[src/rtl/call_stack_pkg.sv]
// Shared definitions for the return-address stack and the program counter:
// default address width, default stack depth and the CALL/RET op encoding.
package call_stack_pkg;

    // Address width shared with the program counter.
    localparam int ADDR_WIDTH  = 8;
    // Default number of return-address entries.
    localparam int STACK_DEPTH = 4;

    // Encoding follows the decoder strobes as {call, ret}.
    typedef enum logic [1:0] {
        OP_NOP      = 2'b00,
        OP_RET      = 2'b01,
        OP_CALL     = 2'b10,
        OP_TAILCALL = 2'b11
    } op_e;

    function automatic op_e decode_op(input logic call, input logic ret);
        return op_e'({call, ret});
    endfunction

endpackage

[src/rtl/call_stack_if.sv]
// Decoder/counter-side bundle for the return-address stack.
// Optional macro CALL_STACK_LEVEL_EN adds the `level` occupancy signal.
interface call_stack_if
    import call_stack_pkg::*;
#(
    parameter int BitCount = ADDR_WIDTH,
    parameter int Depth    = STACK_DEPTH
);
    logic                     call;
    logic                     ret;
    logic [BitCount-1:0]      pc;
    logic [BitCount-1:0]      target;
    logic                     clr_err;
    logic                     sel;
    logic [BitCount-1:0]      next_addr;
    logic                     empty;
    logic                     full;
    logic                     overflow;
    logic                     underflow;
`ifdef CALL_STACK_LEVEL_EN
    logic [$clog2(Depth):0]   level;
`endif

    // Decoder / counter side.
    modport master (
        output call, ret, pc, target, clr_err,
        input  sel, next_addr, empty, full, overflow, underflow
`ifdef CALL_STACK_LEVEL_EN
        , input level
`endif
    );

    // Stack side.
    modport slave (
        input  call, ret, pc, target, clr_err,
        output sel, next_addr, empty, full, overflow, underflow
`ifdef CALL_STACK_LEVEL_EN
        , output level
`endif
    );

endinterface

[src/rtl/call_stack_mem.sv]
// Depth x BitCount return-address storage: one write port, one
// asynchronous read port.
module call_stack_mem
    import call_stack_pkg::*;
#(
    parameter int BitCount = ADDR_WIDTH,
    parameter int Depth    = STACK_DEPTH,
    localparam int PtrW    = $clog2(Depth)
) (
    input  logic                clk,
    input  logic                we,
    input  logic [PtrW-1:0]     waddr,
    input  logic [BitCount-1:0] wdata,
    input  logic [PtrW-1:0]     raddr,
    output logic [BitCount-1:0] rdata
);

    logic [BitCount-1:0] mem [Depth];

    // Write the addressed entry on a push or tail-call overwrite.
    // NOTE: the array has no reset; entries are only read while the stack
    // holds them, so clearing would cost logic for no observable effect.
    always_ff @(posedge clk) begin
        if (we) begin
            mem[waddr] <= wdata;
        end
    end

    assign rdata = mem[raddr];

endmodule

[src/rtl/call_stack.sv]
// Return-address stack driving the program counter's load path (sel,
// next_addr) for CALL / RET / TAILCALL. Loads are combinational so the
// counter and the stack update on the same edge.
// Optional macro CALL_STACK_LEVEL_EN exposes the entry count as `level`.
module call_stack
    import call_stack_pkg::*;
#(
    parameter int BitCount = ADDR_WIDTH,
    parameter int Depth    = STACK_DEPTH,
    localparam int PtrW    = $clog2(Depth),
    localparam int CntW    = $clog2(Depth) + 1
) (
    input  logic        clk,
    input  logic        reset,
    call_stack_if.slave bus
);

    logic [PtrW-1:0]     top;
    logic [CntW-1:0]     count;
    logic                overflow;
    logic                underflow;

    logic                is_empty;
    logic                is_full;
    op_e                 op;
    logic [BitCount-1:0] ret_addr;
    logic [BitCount-1:0] top_data;

    logic                sel;
    logic [BitCount-1:0] next_addr;
    logic                push;
    logic                pop;
    logic                we;
    logic [PtrW-1:0]     waddr;
    logic                set_ovf;
    logic                set_unf;

    assign is_empty = (count == '0);
    assign is_full  = (count == CntW'(Depth));
    assign op       = decode_op(bus.call, bus.ret);
    // Wraps modulo 2^BitCount, so pc=all-ones returns to 0.
    assign ret_addr = bus.pc + BitCount'(1);

    // Decode the strobes into the counter load and the stack update.
    // NOTE: every output gets a default first so no path leaves one
    // unassigned, which would otherwise infer a latch.
    always_comb begin
        sel       = 1'b0;
        next_addr = '0;
        push      = 1'b0;
        pop       = 1'b0;
        we        = 1'b0;
        waddr     = top;
        set_ovf   = 1'b0;
        set_unf   = 1'b0;
        unique case (op)
            OP_NOP: ;
            OP_CALL: push = 1'b1;
            OP_RET: begin
                if (is_empty) begin
                    set_unf = 1'b1;
                end else begin
                    pop       = 1'b1;
                    sel       = 1'b1;
                    next_addr = top_data;
                end
            end
            OP_TAILCALL: begin
                if (is_empty) begin
                    push = 1'b1;
                end else begin
                    // Replace the current frame's return address in place.
                    sel       = 1'b1;
                    next_addr = bus.target;
                    we        = 1'b1;
                    waddr     = top;
                end
            end
            default: ;
        endcase
        if (push) begin
            sel       = 1'b1;
            next_addr = bus.target;
            we        = 1'b1;
            waddr     = top + PtrW'(1);
            // A push while full overwrites the oldest entry circularly.
            set_ovf   = is_full;
        end
    end

    // Pointer, occupancy and sticky error flags.
    // NOTE: sequential state uses non-blocking assignments only, so every
    // register samples pre-edge values regardless of statement order.
    always_ff @(posedge clk or negedge reset) begin
        if (!reset) begin
            top       <= '0;
            count     <= '0;
            overflow  <= 1'b0;
            underflow <= 1'b0;
        end else begin
            if (push) begin
                top <= top + PtrW'(1);
                if (!is_full) begin
                    count <= count + CntW'(1);
                end
            end else if (pop) begin
                top   <= top - PtrW'(1);
                count <= count - CntW'(1);
            end
            // A setting event in the same cycle as clr_err wins.
            overflow  <= (overflow  & ~bus.clr_err) | set_ovf;
            underflow <= (underflow & ~bus.clr_err) | set_unf;
        end
    end

    call_stack_mem #(
        .BitCount (BitCount),
        .Depth    (Depth)
    ) u_mem (
        .clk   (clk),
        .we    (we),
        .waddr (waddr),
        .wdata (ret_addr),
        .raddr (top),
        .rdata (top_data)
    );

    assign bus.sel       = sel;
    assign bus.next_addr = next_addr;
    assign bus.empty     = is_empty;
    assign bus.full      = is_full;
    assign bus.overflow  = overflow;
    assign bus.underflow = underflow;
`ifdef CALL_STACK_LEVEL_EN
    assign bus.level     = count;
`endif

endmodule

[src/flat_wrapper.sv]
// flat-port wrapper written by rule: the top's interface ports become plain ports
module call_stack_flat import call_stack_pkg::*;
#(
    parameter int BitCount = ADDR_WIDTH,
    parameter int Depth    = STACK_DEPTH,
    localparam int PtrW    = $clog2(Depth),
    localparam int CntW    = $clog2(Depth) + 1
)
  (clk, reset, bus_call, bus_ret, bus_pc, bus_target, bus_clr_err, bus_sel, bus_next_addr, bus_empty, bus_full, bus_overflow, bus_underflow);
  call_stack_if #(.BitCount(BitCount), .Depth(Depth)) bus_i ();
  input  logic clk;
  input  logic reset;
  input wire logic [$bits(bus_i.call)-1:0] bus_call;
  input wire logic [$bits(bus_i.ret)-1:0] bus_ret;
  input wire logic [$bits(bus_i.pc)-1:0] bus_pc;
  input wire logic [$bits(bus_i.target)-1:0] bus_target;
  input wire logic [$bits(bus_i.clr_err)-1:0] bus_clr_err;
  output wire logic [$bits(bus_i.sel)-1:0] bus_sel;
  output wire logic [$bits(bus_i.next_addr)-1:0] bus_next_addr;
  output wire logic [$bits(bus_i.empty)-1:0] bus_empty;
  output wire logic [$bits(bus_i.full)-1:0] bus_full;
  output wire logic [$bits(bus_i.overflow)-1:0] bus_overflow;
  output wire logic [$bits(bus_i.underflow)-1:0] bus_underflow;
  assign bus_i.call = bus_call;
  assign bus_i.ret = bus_ret;
  assign bus_i.pc = bus_pc;
  assign bus_i.target = bus_target;
  assign bus_i.clr_err = bus_clr_err;
  assign bus_sel = bus_i.sel;
  assign bus_next_addr = bus_i.next_addr;
  assign bus_empty = bus_i.empty;
  assign bus_full = bus_i.full;
  assign bus_overflow = bus_i.overflow;
  assign bus_underflow = bus_i.underflow;
  call_stack #(.BitCount(BitCount), .Depth(Depth)) u_core (.clk(clk), .reset(reset), .bus(bus_i));
endmodule
[config.mk]
export PLATFORM = sky130hd
export DESIGN_NAME = call_stack_flat
export DESIGN_NICKNAME = d
export VERILOG_FILES = /design/src/rtl/call_stack_pkg.sv /design/src/rtl/call_stack_if.sv /design/src/rtl/call_stack_mem.sv /design/src/rtl/call_stack.sv /design/src/flat_wrapper.sv
export SDC_FILE = /design/constraint.sdc
export NUM_CORES = 1
export LEC_CHECK = 0
export ABC_AREA = 0
export BUFFER_PORTS_ARGS = -buffer_cell sky130_fd_sc_hd__clkbuf_2
export CAP_MARGIN = 5
export CORE_ASPECT_RATIO = 0.9
export CORE_MARGIN = 2
export CORE_UTILIZATION = 40
export DETAILED_ROUTE_END_ITERATION = 10
export GPL_TIMING_DRIVEN = 0
export MAX_ROUTING_LAYER = met4
export PLACE_DENSITY = 0.6
export RECOVER_POWER = 100
export SKIP_CTS_REPAIR_TIMING = 1
export SLEW_MARGIN = 0
export SYNTH_ARGS = -nofsm -noshare
export SYNTH_HDL_FRONTEND = slang
export SYNTH_SLANG_ARGS = --single-unit
[constraint.sdc]
create_clock -name clk -period 2.9 [get_ports clk]
set_input_delay 0.58 -clock clk [delete_from_list [all_inputs] [get_ports clk]]
set_output_delay 0.58 -clock clk [all_outputs]
set_load 0.01 [all_outputs]
==> flow_summary.json <==
{
  "run_status": "finished clean",
  "design.core.area_sq_um": 4518,
  "cts-htree-levels": 2,
  "unique_cell_type_count_in_the_yosys_netlist": 35,
  "power_mw": 1.995,
  "post_synth.cell_area_avg_sq_um": 14.66,
  "total_clock_buffers_created_by_cts": 5,
  "ctsLongestPathBuffers": 2,
  "yosys.area_share.xor_xnor_pct": 4.596,
  "max_slew_margin_pct": 34.93,
  "synth-async-reset-ratio_pct": 17.95,
  "p_leak_nw": 0.8005,
  "drt-initial-drc-count": 128,
  "finalSetupViolCount": 0,
  "period_needed_ns": 2.777,
  "end_kind": "register",
  "clkPwrFrac_pct": 17.2,
  "synth_top_cells_by_count": "edfxtp_1, a22o_1, mux4_2",
  "maximum_number_of_pins_on_one_net_before_global_route_repair": 13,
  "period_share_pct": 95.77,
  "worstRegToRegCells": 7,
  "grt_pass1_wl_microns": 6403,
  "crit_arrival_ns": 2.76,
  "totalWireLength_microns": 3982,
  "numClockSinks": 39,
  "area_of_combinational_cells_with_multiple_inputs_sq_um": 686.9,
  "critPathRequiredTime_ns": 2.88,
  "total_switching_power_mw": 0.6823,
  "port_buffers": 31,
  "yosysSeqAreaShare_pct": 59.62,
  "ff_latch_area_sq_um": 1136,
  "synth_area_leaders": "edfxtp_1, mux4_2, dfrtp_1",
  "cellPowerDensity_nw_per_um2": 901.8,
  "cell_internal_power_mw": 1.312,
  "synth_compound_gate_area_share_pct": 11.16,
  "vdd.ir_drop.worst_uv": 329.4,
  "cpMaxStageDelayCell": "nor3_1",
  "dp_hpwl_microns": 2927,
  "die_height_microns": 69.48,
  "adder_and_majority_gate_portion_of_the_synthesized_area_pct": 1.970,
  "dr_total_vias": 1232,
  "report.final.hold_viol_count": 0,
  "post_drt_wl_per_cell_microns": 17.09,
  "start_util_pct": 42.18,
  "post-route-cell-area_sq_um": 2212,
  "hold_class": "primary input to asynchronous set/reset pin",
  "mappedNetlistArea_sq_um": 1906,
  "critPathMaxStageDelay_ns": 0.62,
  "dominantRegCellSynth": "edfxtp_1",
  "drive_above_1_share_pct": 25.73,
  "synth_top_family_by_area": "compound AO/OA/AOI/OAI gates",
  "count_of_nets_after_finishing": 194,
  "path_max_fanout": 9,
  "r2r_slack_ns": 0.12,
  "pwr-share-seq_pct": 42.5,
  "finalCoreUtilization_pct": 48.96,
  "cts.reportedPaths.clkPinSlew_ns": 0.07,
  "clock-skew-final_ns": 0.004750,
  "placement_rows": 23,
  "number_of_placed_cells_counting_well_taps": 225,
  "combPwrFrac_pct": 40.3,
  "overflow": 0,
  "timing.critical_path.from_type": "register",
  "antenna_violations_before_repair": 0,
  "final_cells": 233,
  "synth_fp_nets": 154,
  "antenna_cells_inserted": 0,
  "synth_mux_area_share_pct": 10.05,
  "maxClockFrequency_ghz": 0.3601,
  "clock_tree_from_tritoncts": "done",
  "synth_top_area_share_pct": 50.43,
  "grt_pass1_vias": 1301,
  "clock_insertion_delay_worst_skew_ns": 0.28,
  "tightest_slew_ns": 0.9760,
  "max_cap_viol_count": 0,
  "areaGrowthSynthToFinish_pct": 16.09,
  "sw_frac_of_total_pct": 34.21,
  "yosys.cell_count.top_type": "edfxtp_1",
  "finalWeightedCongestion": 0.7658,
  "track_usage_pct": 16.16,
  "cts_root_buf": "clkbuf_8",
  "die_area_sq_um": 5333,
  "netlist.top_cell.by_area": "edfxtp_1",
  "drc": 0,
  "die_x_microns": 76.76,
  "viasPerCell": 5.288,
  "ys_ff_latch": 39,
  "drt_pass1_iterations": 4,
  "final.fill_count": 430,
  "detail-route-antenna-nets": 0,
  "slew_viol_final": 0,
  "hold-worst-slack_ns": 0.2017,
  "critical_path_class": "register to register",
  "yosys_warnings": 0,
  "synth_enable_flop_cells": 32,
  "synthSimpleGateAreaFrac_pct": 8.273,
  "grt_setup_unrepaired": "false",
  "cp_cell_sequence": "buf_6 > o31ai_4 > nand2_1 > ha_1 > nand2b_1 > nor3_1 > clkbuf_2",
  "dpl_cell_area_sq_um": 2151,
  "synthesis.instances": 130,
  "ioPinCount": 34
}
==> state kept, by name, summed over array words and instances, names as in the netlist <==
signal and count:
u_core.u_mem.mem 32, u_core.count 3, u_core.top 2, u_core.bus.overflow 1, u_core.bus.underflow 1
==> per-layer routing <==
layer,vias up,share of wire [%],track usage (%)
li1,592,-,-
met5,-,0,-
met4,0,0.20,3.636
met2,32,49,26.02
met3,2,4.7,4.036
met1,606,46,20.83
==> power groups by stage <==
stage / Sequential (mW) / Clock, mW / Combinational [mW]
floorplan: 0.841 / 0 / 0.605
global placement: 0.849 / 0 / 0.783
detailed placement: 0.861 / 0 / 0.824
CTS: 0.851 / 0.357 / 0.831
global route: 0.863 / 0.384 / 0.882
finish: 0.848 / 0.343 / 0.803
==> cell families (layout without fill, tap and decap cells) <==
logic type      Yosys count  after routing
flops                    39             39
simple gates             30             30
compound gates           25             25
buf+inv                  14             55
xor+xnor                 10             10
mux                       9              9
fa+ha+maj                 3              3
==> critical path: cells and delay by family, from the launching register on <==
| kind | cells | cell delay, ns |
|---|---|---|
| AOI/OAI and AO/OA | 1 | 0.35 |
| adders and majority gates | 1 | 0.31 |
| buffers and inverters | 2 | 0.45 |
| DFF | 1 | 0.39 |
| and+or+nand+nor | 3 | 0.96 |
==> metrics by stage <==
stage	TNS (ns)	worst slack (ns)
final	0	0.1228
after floorplan	0	0.4576
after detailed placement	0	0.09999
after global placement	-1.217	-0.1065
after CTS	0	0.1172
after global routing	0	0.01348
==> area by class of cell <==
cell class              count  share of cell area, %
multi-input cells          77                  31.05
clock inverters             2                 0.5656
inverters                   5                 0.8484
clock buffers               6                  3.281
flip-flops and latches     39                  51.36
repair buffers             33                  6.561
well taps                  62                  3.507
plain buffers               9                  2.828
==> cells in the final DEF (no fill, tap or decap), types with 2 or more instances in the layout <==
master    netlist  layout
buf_6           3       3
clkbuf_1        0      18
dfrtp_1         7       7
mux4_2          8       8
clkbuf_2        0      17
nor2_1          2       2
o21ai_0         2       2
a32o_1          2       2
nor3_1          6       6
edfxtp_1       32      32
o211ai_1        2       2
a21oi_1         3       3
clkbuf_8        0       5
a22o_1          8       8
nand3_1         4       4
xnor2_1         6       6
nand2_1         7       7
ha_1            3       3
xor2_1          4       4
nand2b_1        4       4
inv_1           5       5
buf_2           6       5
==> path summary, 6_finish.rpt <==
check	start	to
hold reg to reg	u_core.bus.overflow$_DFF_PN0_	u_core.bus.overflow$_DFF_PN0_
min in group clk	u_core.bus.overflow$_DFF_PN0_	u_core.bus.overflow$_DFF_PN0_
max in group asynchronous	reset	u_core.bus.underflow$_DFF_PN0_
setup / recovery	u_core.count[1]$_DFFE_PN0P_	u_core.u_mem.mem[0][2]$_DFFE_PP_
hold / removal	reset	u_core.top[0]$_DFFE_PN0P_
setup reg to reg	u_core.count[1]$_DFFE_PN0P_	u_core.u_mem.mem[0][2]$_DFFE_PP_
(Power assumes the default switching activity.)
